### src/rtl/display_pkg.sv
// ---------------------------------------------------------------------------
// display_pkg
// Shared constants for the two-digit seven-segment display.
// Segment patterns are active-high, bit order {g,f,e,d,c,b,a}.
// ---------------------------------------------------------------------------
package display_pkg;

    localparam logic [6:0] SEG_0     = 7'h3F;
    localparam logic [6:0] SEG_1     = 7'h06;
    localparam logic [6:0] SEG_2     = 7'h5B;
    localparam logic [6:0] SEG_3     = 7'h4F;
    localparam logic [6:0] SEG_4     = 7'h66;
    localparam logic [6:0] SEG_5     = 7'h6D;
    localparam logic [6:0] SEG_6     = 7'h7D;
    localparam logic [6:0] SEG_7     = 7'h07;
    localparam logic [6:0] SEG_8     = 7'h7F;
    localparam logic [6:0] SEG_9     = 7'h6F;
    localparam logic [6:0] SEG_DASH  = 7'h40;
    localparam logic [6:0] SEG_BLANK = 7'h00;

    // Which of the two multiplexed digits is being driven.
    typedef enum logic {
        DIG_UNITS = 1'b0,
        DIG_TENS  = 1'b1
    } digit_sel_e;

endpackage

### src/rtl/bcd_to_7seg.sv
// ---------------------------------------------------------------------------
// bcd_to_7seg
// Combinational BCD to seven-segment decoder.
//   value [3:0] in  : BCD digit; 10..15 decode to a dash
//   blank       in  : force all segments off (ignored for values above 9)
//   seg   [6:0] out : active-high segments {g,f,e,d,c,b,a}
// ---------------------------------------------------------------------------
module bcd_to_7seg
    import display_pkg::*;
(
    input  logic [3:0] value,
    input  logic       blank,
    output logic [6:0] seg
);

    // NOTE: every path through this block assigns seg, starting with a
    // default, so no latch is inferred.
    always_comb begin
        seg = SEG_DASH;
        if (value <= 4'd9) begin
            if (blank) begin
                seg = SEG_BLANK;
            end else begin
                case (value)
                    4'd0:    seg = SEG_0;
                    4'd1:    seg = SEG_1;
                    4'd2:    seg = SEG_2;
                    4'd3:    seg = SEG_3;
                    4'd4:    seg = SEG_4;
                    4'd5:    seg = SEG_5;
                    4'd6:    seg = SEG_6;
                    4'd7:    seg = SEG_7;
                    4'd8:    seg = SEG_8;
                    4'd9:    seg = SEG_9;
                    default: seg = SEG_DASH;
                endcase
            end
        end
    end

endmodule

### src/rtl/digit_display.sv
// ---------------------------------------------------------------------------
// digit_display
// Two-digit multiplexed seven-segment driver. Latches a BCD tens/units pair
// on a load strobe and alternates between the digits every REFRESH_DIV
// clocks. Overflowed values (any digit above 9) show dashes on both digits;
// a zero tens digit can optionally be blanked.
//   clk            in  : clock
//   reset          in  : synchronous, active-high reset
//   load           in  : one-cycle strobe capturing tens/units
//   tens     [3:0] in  : BCD tens (10..15 means overflow)
//   units    [3:0] in  : BCD units
//   segments [6:0] out : registered segments {g,f,e,d,c,b,a}
//   digit          out : registered digit select, 0 = units, 1 = tens
// ---------------------------------------------------------------------------
module digit_display
    import display_pkg::*;
#(
    parameter int REFRESH_DIV   = 6000,
    parameter bit BLANK_LEADING = 1'b1
) (
    input  logic       clk,
    input  logic       reset,
    input  logic       load,
    input  logic [3:0] tens,
    input  logic [3:0] units,
    output logic [6:0] segments,
    output logic       digit
);

    localparam int                 CNT_W    = $clog2(REFRESH_DIV);
    localparam logic [CNT_W-1:0]   CNT_LAST = CNT_W'(REFRESH_DIV - 1);

    logic [3:0]       tens_q, tens_d;
    logic [3:0]       units_q, units_d;
    logic [CNT_W-1:0] cnt_q, cnt_d;
    digit_sel_e       digit_q, digit_d;
    logic [6:0]       segments_q, segments_d;

    logic             wrap;
    logic             overflow;
    logic [3:0]       dec_value;
    logic             dec_blank;

    always_comb begin
        wrap    = (cnt_q == CNT_LAST);
        cnt_d   = wrap ? '0 : cnt_q + 1'b1;
        digit_d = digit_q;
        if (wrap) begin
            digit_d = (digit_q == DIG_UNITS) ? DIG_TENS : DIG_UNITS;
        end

        tens_d  = load ? tens  : tens_q;
        units_d = load ? units : units_q;

        // The decode looks ahead to the digit selected on this same edge, but
        // uses the currently latched value, so a load shows one clock later.
        overflow  = (tens_q > 4'd9) || (units_q > 4'd9);
        dec_value = overflow ? 4'hF
                             : ((digit_d == DIG_TENS) ? tens_q : units_q);
        dec_blank = BLANK_LEADING && (digit_d == DIG_TENS) &&
                    (tens_q == 4'd0) && !overflow;
    end

    bcd_to_7seg u_dec (
        .value (dec_value),
        .blank (dec_blank),
        .seg   (segments_d)
    );

    // NOTE: state registers use non-blocking assignments so every flop
    // samples the pre-edge values of the others.
    always_ff @(posedge clk) begin
        if (reset) begin
            tens_q     <= 4'd0;
            units_q    <= 4'd0;
            cnt_q      <= '0;
            digit_q    <= DIG_UNITS;
            segments_q <= SEG_0;
        end else begin
            tens_q     <= tens_d;
            units_q    <= units_d;
            cnt_q      <= cnt_d;
            digit_q    <= digit_d;
            segments_q <= segments_d;
        end
    end

    assign segments = segments_q;
    assign digit    = digit_q;

endmodule

### config.mk
export PLATFORM = sky130hd
export DESIGN_NAME = digit_display
export DESIGN_NICKNAME = d
export VERILOG_FILES = /design/src/rtl/display_pkg.sv /design/src/rtl/bcd_to_7seg.sv /design/src/rtl/digit_display.sv
export SDC_FILE = /design/constraint.sdc
export NUM_CORES = 1
export LEC_CHECK = 0
export ABC_AREA = 1
export BUFFER_PORTS_ARGS = -buffer_cell sky130_fd_sc_hd__buf_4
export CAP_MARGIN = 10
export CORE_ASPECT_RATIO = 1.75
export CORE_UTILIZATION = 51
export DETAILED_ROUTE_END_ITERATION = 12
export PLACE_DENSITY = 0.75
export SETUP_SLACK_MARGIN = 0.2
export SLEW_MARGIN = 20
export SYNTH_ARGS = -nofsm -noshare
export SYNTH_HDL_FRONTEND = slang
export SYNTH_SLANG_ARGS = --single-unit
### constraint.sdc
create_clock -name clk -period 2.2 [get_ports clk]
set_input_delay 0 -clock clk [delete_from_list [all_inputs] [get_ports clk]]
set_output_delay 0 -clock clk [all_outputs]
set_load 0.01 [all_outputs]
; Word level (Yosys, flattened, before mapping)
; Memory sizes are Yosys's and may differ from the RTL's.
; Index checks and enable logic that the tools add are counted.
; Widths: inputs -> output; s select.
[classes]
n_reduce_logical = 6
n_lt_le_gt_ge = 3
add_sub_neg = 1
n_eq_ne = 1
n_mux = 6
[ops]
columns = op, n
row1 = $mux 7, 2
row2 = $add 13x1->13 const B, 1
row3 = $eq 13x13->1 const B, 1
row4 = $gt 4x4->1 const B, 2
row5 = $mux 4, 2
row6 = $le 4x4->1 const B, 1
row7 = $logic_not 4->1, 1
row8 = $logic_and 1x1->1, 2
row9 = $mux 1, 2
row10 = $reduce_or 2->1, 1
row11 = $logic_not 1->1, 1
row12 = $logic_or 1x1->1, 1
[word_totals]
mem_count = 1
mem_bits_ro = 112
elab_cells = 23
regBits = 29
input_bits = 11
[memory_table]
columns = memory, words, width, read_ports, rd_ports_with_merged_regs, write_ports, line
row1 = (no name shown), 16, 7, 1, 0, 0, bcd_to_7seg.sv:24  ; case (value)

; Depth between registers and ports, before layout
; Gate-level depths: netlist (run 1).
; An unclocked memory read counts as a cell.
[logic_depth]
ltp_word = 7
mapped_depth = 18

; Cells and area by module
; From an unflattened synthesis (run 1), not the netlist that was laid out.
[unflattened]
hier_cells = 200
hier_area_um2 = 1442.6
[modules_own_cells]
columns = module, cells_each, area_per_inst_um2, n_inst, seq_area_each_um2
row1 = digit_display, 160, 1228.7, 1, 580.6
row2 = bcd_to_7seg, 40, 214.0, 1, 0.0

; Worst setup path after synthesis (run 1)
; No wires, ideal clock.
[synth_timing]
kind = reg-to-reg
from = register cnt_q[0]
to = register segments_q[5] (netlist: segments[5])
t_arrival_ps = 1905
setup_slack_ps = 172
stages_incl_launch_ff = 18
cell_sequence = dfxtp_1 ha_1 nand3_2 nor2_4 nand3_2 nand2_2 nand2_4 nand2_1 nand2_1 nor2_2 inv_1 ha_1 nand4_1 nand3_2 nand2_2 inv_1 nand2_1 nand2_1
[synth_between]
elab_chain_len = 7
[synth_lines]
columns = item, line
row1 = "start, declared", digit_display.sv:35  ; logic [CNT_W-1:0] cnt_q, cnt_d;
row2 = "start signal, assigned", digit_display.sv:82  ; cnt_q <= cnt_d;
row3 = $eq 13x13->1 (*), digit_display.sv:45  ; wrap = (cnt_q == CNT_LAST);
row4 = $mux 1 (*), digit_display.sv:48  ; if (wrap) begin
row5 = $mux 4, digit_display.sv:59  ; : ((digit_d == DIG_TENS) ? tens_q : units_q);
row6 = $mux 4, digit_display.sv:58  ; dec_value = overflow ? 4'hF
row7 = $mem_v2 16x7, --
row8 = $mux 7, bcd_to_7seg.sv:21  ; if (blank) begin
row9 = $mux 7 (*), bcd_to_7seg.sv:20  ; if (value <= 4'd9) begin
row10 = "end signal, assigned", digit_display.sv:84  ; segments_q <= segments_d;
row11 = "end, declared", digit_display.sv:37  ; logic [6:0] segments_q, segments_d;
; Every way passes the cells marked *; elsewhere a longest branch is shown, timed or not.
; A chain may end at the register's enable or synchronous reset.

; Worst setup path in the final report (run 1)
[layout_timing]
from = register cnt_q[1]
to = register segments_q[0] (netlist: segments[0])
; Same word-level chain as after synthesis.

==> results of run 1 <==
## report_power, final
part / switching [W] / internal, W / total (W)
Sequential: 0.0000189 / 0.000562 / 0.000581
Clock: 0.000210 / 0.000282 / 0.000492
Combinational: 0.000148 / 0.000127 / 0.000275
Total: 0.000377 / 0.000971 / 0.00135
## critical path: cells and delay by family, from the launching register on
family,cells,cell delay (ps)
and+or+nand+nor,10,1000
buffers and inverters,3,260
AOI/OAI and AO/OA,1,50
DFF,1,350
adders and majority gates,2,270
## sequential cells by signal, summed over array words and instances, names as in the netlist
name      count
cnt_q        13
tens_q        4
segments      7
digit         1
units_q       4
## stage by stage
stage / power [W] / setup WS (ps)
finish: 0.001348 / 137.4
global route: 0.001400 / 35.25
CTS: 0.001322 / 216.6
detailed placement: 0.0008145 / -8.102
global placement: 0.0008062 / 110.4
floorplan: 0.0007372 / 210.3
## logic make-up (layout without fill, tap and decap cells)
kind of cell / Yosys count / count (layout)
buf+inv: 28 / 74
fa+ha+maj: 5 / 5
xor+xnor: 1 / 1
compound gates: 28 / 28
simple gates: 106 / 106
flops: 29 / 29
## timing repair
item | CTS | global route
hold buffers | 7 | 0
endpoints found under the setup margin | 7 | 6
resized for setup | 6 | 12
buffers inserted | 6 | 9
hold endpoints to repair | 7 | 0
pin swaps | 4 | 10
## final cells by class
type | instances | area share [%]
Clock buffer | 7 | 4.828
Tap cell | 27 | 1.693
Sequential cell | 29 | 29.34
Multi-Input combinational cell | 140 | 42.82
Clock inverter | 1 | 0.2508
Inverter | 25 | 4.765
Timing Repair Buffer | 41 | 16.30
## worst paths after layout
check / slack [ps] / to / startpoint
max: 140 / segments[0]$_SDFF_PP1_ / cnt_q[1]$_SDFF_PP0_
min: -6 / units_q[0]$_SDFFE_PP0P_ / units[0]
max reg2reg: 140 / segments[0]$_SDFF_PP1_ / cnt_q[1]$_SDFF_PP0_
min reg2reg: 490 / cnt_q[8]$_SDFF_PP0_ / cnt_q[8]$_SDFF_PP0_
## routing by layer
layer / vias up / global-route usage (%) / wire length (um)
met5: - / 0 / 0
li1: 725 / - / -
met4: 0 / 11.11 / 80
met1: 646 / 20.40 / 1289
met3: 10 / 5.198 / 111
met2: 33 / 46.13 / 2161
## synthesized netlist by cell type (2+ instances only)
master	count	area, sq um
nand2_1	36	135.1
dfxtp_1	29	580.6
nor2_1	26	97.59
inv_1	20	75.07
o21ai_0	12	60.06
a21oi_1	8	40.04
nand3_1	8	40.04
nand2_2	7	43.79
nand3_2	6	60.06
o21ai_1	6	30.03
ha_1	5	62.56
nand4_1	5	31.28
nor3b_1	4	30.03
inv_2	3	11.26
clkbuf_1	2	7.510
nand2_4	2	22.52
nand3_4	2	35.03
nor2_2	2	12.51
nor4_1	2	12.51
or2_2	2	12.51
==> flow_summary.yaml, run 1 <==
drt:
  drc: 0
  first_pass_iters: 4
  routed_via_density: 5.237
  routedWlPerCell_um: 13.49
  drtIter0Drc: 76
  drtAntennaViolNets: 0
  vias: 1414
  drt-total-wl_um: 3643
clock_network:
  cts.clk_slew.worst_paths_ps: 60
  cts_tree: "yes"
  insertion_delay_ps: 290
  cts_max_level: 2
  cts_root_buf: "clkbuf_8"
  clock_sinks: 29
  clockBufferDepth: 2
  cts_made_buffers: 5
timing:
  maxSlewViolCount: 0
  rsz0062_at_grt: "true"
  final.min_clock_period_ps: 2063
  max-slew-margin-rel_pct: 69.59
  finalSetupViolations: 0
  fmax_mhz: 484.8
  hold_violations: 2
  tightestPinTransition_ps: 455.0
  finalCritPeriodShare_pct: 93.75
  clock_skew_ps: 10.22
  timing.hold.ws_ps: -6.161
  finalSetupTns_ps: 0
yosys:
  synth_cell_type_count: 30
  synthXorXnorAreaFrac_pct: 0.5927
  synth_simple_gate_area_share_pct: 38.70
  yosys_register_bits: 29
  synth-main-ff-cell: "dfxtp_1"
  syn_area_sq_mm: 0.001478
  yosys.area_share.adder_pct: 4.234
  synth.mux.area_fraction_pct: 0
  synth.avg_cell_area_sq_um: 7.501
  synth_cells: 197
  synthArstFlopShare_pct: 0
  syn_nets: 213
  synth_compound_area_share_pct: 9.738
  synth_top_family_by_area: "simple AND/OR/NAND/NOR gates"
  yosys_warnings: 0
  synth-edff-count: 0
  seq_area_frac_synth_pct: 39.29
grt:
  track_usage_pct: 23.09
  grt_antenna_before_repair: 0
  grt-ovfl-total: 0
  grt_pass1_wl_um: 5382
  grt_max_degree: 17
  first_global_vias: 1303
floorplan:
  die_w_um: 42.69
  core_area_sq_mm: 0.002721
  initial_core_util_pct: 54.30
  ioPinCount: 19
  rows: 25
  die-area_sq_mm: 0.003125
  die-height_um: 73.21
run:
  cap_violations: 0
power_and_ir_drop:
  irDropWorstVdd_mv: 0.5259
  power.density_mw_per_mm2: 675.3
  p_leak_nw: 0.8800
worst_setup_path:
  crit_path_end_kind: "flip-flop"
  crit_slowest_cell: "dfxtp_2"
  critPathMaxFanout: 4
  critPathMaxStageDelay_ps: 350
  timing.setup.critical_path_class: "flip-flop to flip-flop"
  crit_chain: "ha_4, nand3_4, nor2_4, nand3_2, nand2_2, nand2_4, nand2_1, nand3_2, inv_2, buf_4, ha_4, inv_1, nand4_1, nand3_1, nand2_1, o21ai_1"
  worstPathArrival_ps: 2220
  startpoint_type: "flip-flop"
  cp.required_ps: 2360
  ff2ff_path_depth: 16
min_path:
  worst_hold_path_type: "input port to flip-flop"
  holdPathStages: 3
placed_design:
  gp_congestion: 0.9155
  io_buffers: 18
  placed_area_sq_mm: 0.001653
  place_inst: 240
  dp_hpwl_um: 2343
cells_and_area:
  multiInputGateArea_sq_um: 854.6
  final_util_pct: 73.33
  layout_commonest_cell: "buf_4"
  final_cell_mix: "buf_4 (34), nand2_1 (30), dfxtp_1 (25), nor2_1 (24), inv_1 (18)"
  final.fill_count: 195
  register_area_sq_um: 585.6
  syn_to_final_growth_pct: 35.05
  layout-drive-gt1-share_pct: 35.39
  final_cells: 270
  final_area_sq_mm: 0.001996
  diodes: 0
  nets: 258
status:
  violations: "hold timing"
  run_status: "finished with violations"
Power figures use the tool's default switching activity.
==> inputs of run 2 (changes only) <==
CELL_PAD_IN_SITES_DETAIL_PLACEMENT = 0   (was unset)
CELL_PAD_IN_SITES_GLOBAL_PLACEMENT = 1   (was unset)
CORE_UTILIZATION = 37   (was 51)
==> run 2 against run 1 <==
The flow now finishes without violations; sequential power is essentially flat; clock-buffer cell count stayed put; sequential share of layout area increased by 1.0 points; first-iteration DRC count shrank 88%; total power is 6.0% lower; fmax rose by 3.9%; core utilization fell by 23 points; critical endpoint is now segments[5]$_SDFF_PP1_.
==> flow_summary.yaml, run 2 (synthesized netlist as in run 1, its figures left out) <==
status:
  run_status: "completed"
drt:
  drc: 0
  drt-total-wl_um: 3085
  first_pass_iters: 4
  routed_via_density: 4.776
  drtAntennaViolNets: 0
  routedWlPerCell_um: 10.98
  drtIter0Drc: 9
  vias: 1342
cells_and_area:
  final.fill_count: 391
  multiInputGateArea_sq_um: 847.1
  final_area_sq_mm: 0.001933
  register_area_sq_um: 586.8
  syn_to_final_growth_pct: 30.82
  top_register: "cnt_q"
  final_cell_mix: "nand2_1 (33), dfxtp_1 (26), buf_4 (25), nor2_1 (24), inv_1 (19)"
  diodes: 0
  layout_commonest_cell: "nand2_1"
  layout-drive-gt1-share_pct: 30.90
  largest_reg_flops: 13
  nets: 249
worst_setup_path:
  critPathMaxFanout: 5
  crit_slowest_cell: "dfxtp_4"
  crit_chain: "ha_4, nand3_4, nor2_4, nand3_2, nand2_2, nand2_4, nand2_2, nand2_2, nor2_4, inv_2, ha_2, nand4_1, nand3_2, nand2_4, inv_1, nand2_1, nand2_1"
  crit_top_cell: "nand2_2"
  startpoint_type: "flip-flop"
  crit_path_end_kind: "flip-flop"
  critPathBufInv: 2
  worstPathArrival_ps: 2140
  critPathMaxStageDelay_ps: 360
  crit_family: "simple AND/OR/NAND/NOR gates"
  cp.required_ps: 2350
  timing.setup.critical_path_class: "flip-flop to flip-flop"
clock_network:
  clockBufferDepth: 2
  cts.clk_slew.worst_paths_ps: 60
  cts_made_buffers: 5
  clock_sinks: 29
  cts_root_buf: "clkbuf_8"
  insertion_delay_ps: 280
  cts_max_level: 2
  cts_tree: "yes"
power_and_ir_drop:
  p_sw_w: 0.0003371
  intPower_w: 0.0009299
  total_power_w: 0.001267
  p_comb_share_pct: 20.2
  power.density_mw_per_mm2: 655.4
  irDropWorstVdd_mv: 0.4368
  clkPwrFrac_pct: 34.0
  p_sw_share_pct: 26.61
  p_leak_nw: 0.8266
  seqPwrFrac_pct: 45.8
grt:
  grt-ovfl-total: 0
  grt_antenna_before_repair: 0
  grt_pass1_wl_um: 5223
  grt_max_degree: 17
  first_global_vias: 1281
  track_usage_pct: 16.23
floorplan:
  rows: 30
  ioPinCount: 19
  initial_core_util_pct: 38.22
  die_w_um: 49.77
  die-height_um: 85.60
  die-area_sq_mm: 0.004260
  core_area_sq_mm: 0.003866
timing:
  max-slew-margin-rel_pct: 71.62
  fmax_mhz: 503.9
  finalCritPeriodShare_pct: 90.20
  clock_skew_ps: 4.954
  rsz0062_at_grt: "true"
  maxSlewViolCount: 0
  timing.hold.ws_ps: 16.08
  final.min_clock_period_ps: 1984
  finalSetupTns_ps: 0
  finalSetupViolations: 0
  hold_violations: 0
  tightestPinTransition_ps: 425.2
placed_design:
  io_buffers: 18
  dp_hpwl_um: 2292
  gp_congestion: 0.7850
  placed_area_sq_mm: 0.001679
min_path:
  worst_hold_path_type: "input port to flip-flop"
run:
  cap_violations: 0
-- run 2: cell type report --
type	count	share of cell area (%)
clock buffers	7	4.466
inverters	25	4.919
multi-input cells	140	43.82
flip-flops and latches	29	30.36
well taps	48	3.107
repair buffers	32	13.33
-- run 2: path summary, 6_finish.rpt --
check,end,slack (ps),depth (start not counted),start
max,segments[5]$_SDFF_PP1_,220,17,cnt_q[0]$_SDFF_PP0_
min,units_q[0]$_SDFFE_PP0P_,20,3,units[0]
max reg2reg,segments[5]$_SDFF_PP1_,220,17,cnt_q[0]$_SDFF_PP0_
min reg2reg,units_q[0]$_SDFFE_PP0P_,480,2,units_q[0]$_SDFFE_PP0P_
-- run 2: repair_timing --
action / in CTS / in global routing
setup endpoints to repair: 7 / 7
pin swaps: 4 / 6
endpoints found under the hold margin: 7 / 0
gates resized for setup: 5 / 10
buffers inserted: 4 / 2
hold buffers: 7 / 0
-- run 2: stage by stage --
step | setup WS (ps) | utilization (%) | cells
2_1_floorplan | 210.3 | - | 197
3_3_place_gp | 91.99 | 43.43 | 261
3_5_place_dp | 6.933 | 43.43 | 261
4_1_cts | 215.5 | 48.77 | 279
5_1_grt | 85.74 | 50.00 | 281
6_report | 215.5 | 50.00 | 281
-- run 2: per-layer routing --
metal  global-route usage (%)  vias up  share of wire (%)
met5                        0        -                  0
met4                    8.831        0                2.1
met3                    4.255        5                3.0
met2                    30.34       23                 57
met1                    15.54      602                 38
li1                         -      712                  -
-- run 2: power by group through the flow --
stage	clock (W)	sequential, W	combinational, W
CTS	0.000444	0.000581	0.000240
global placement	0	0.000589	0.000220
detailed placement	0	0.000591	0.000222
global route	0.000465	0.000583	0.000289
floorplan	0	0.000598	0.000139
finish	0.000431	0.000580	0.000256
-- run 2: worst register-to-register path, stage by stage, from the launching register on --
cell     delay [ps]
dfxtp_4         360
ha_4            140
nand3_4          90
nor2_4          140
nand3_2          90
nand2_2          90
nand2_4          70
nand2_2          60
nand2_2          60
nor2_4          140
inv_2            50
ha_2            180
nand4_1          80
nand3_2          90
nand2_4          80
inv_1            50
nand2_1          50
nand2_1          40
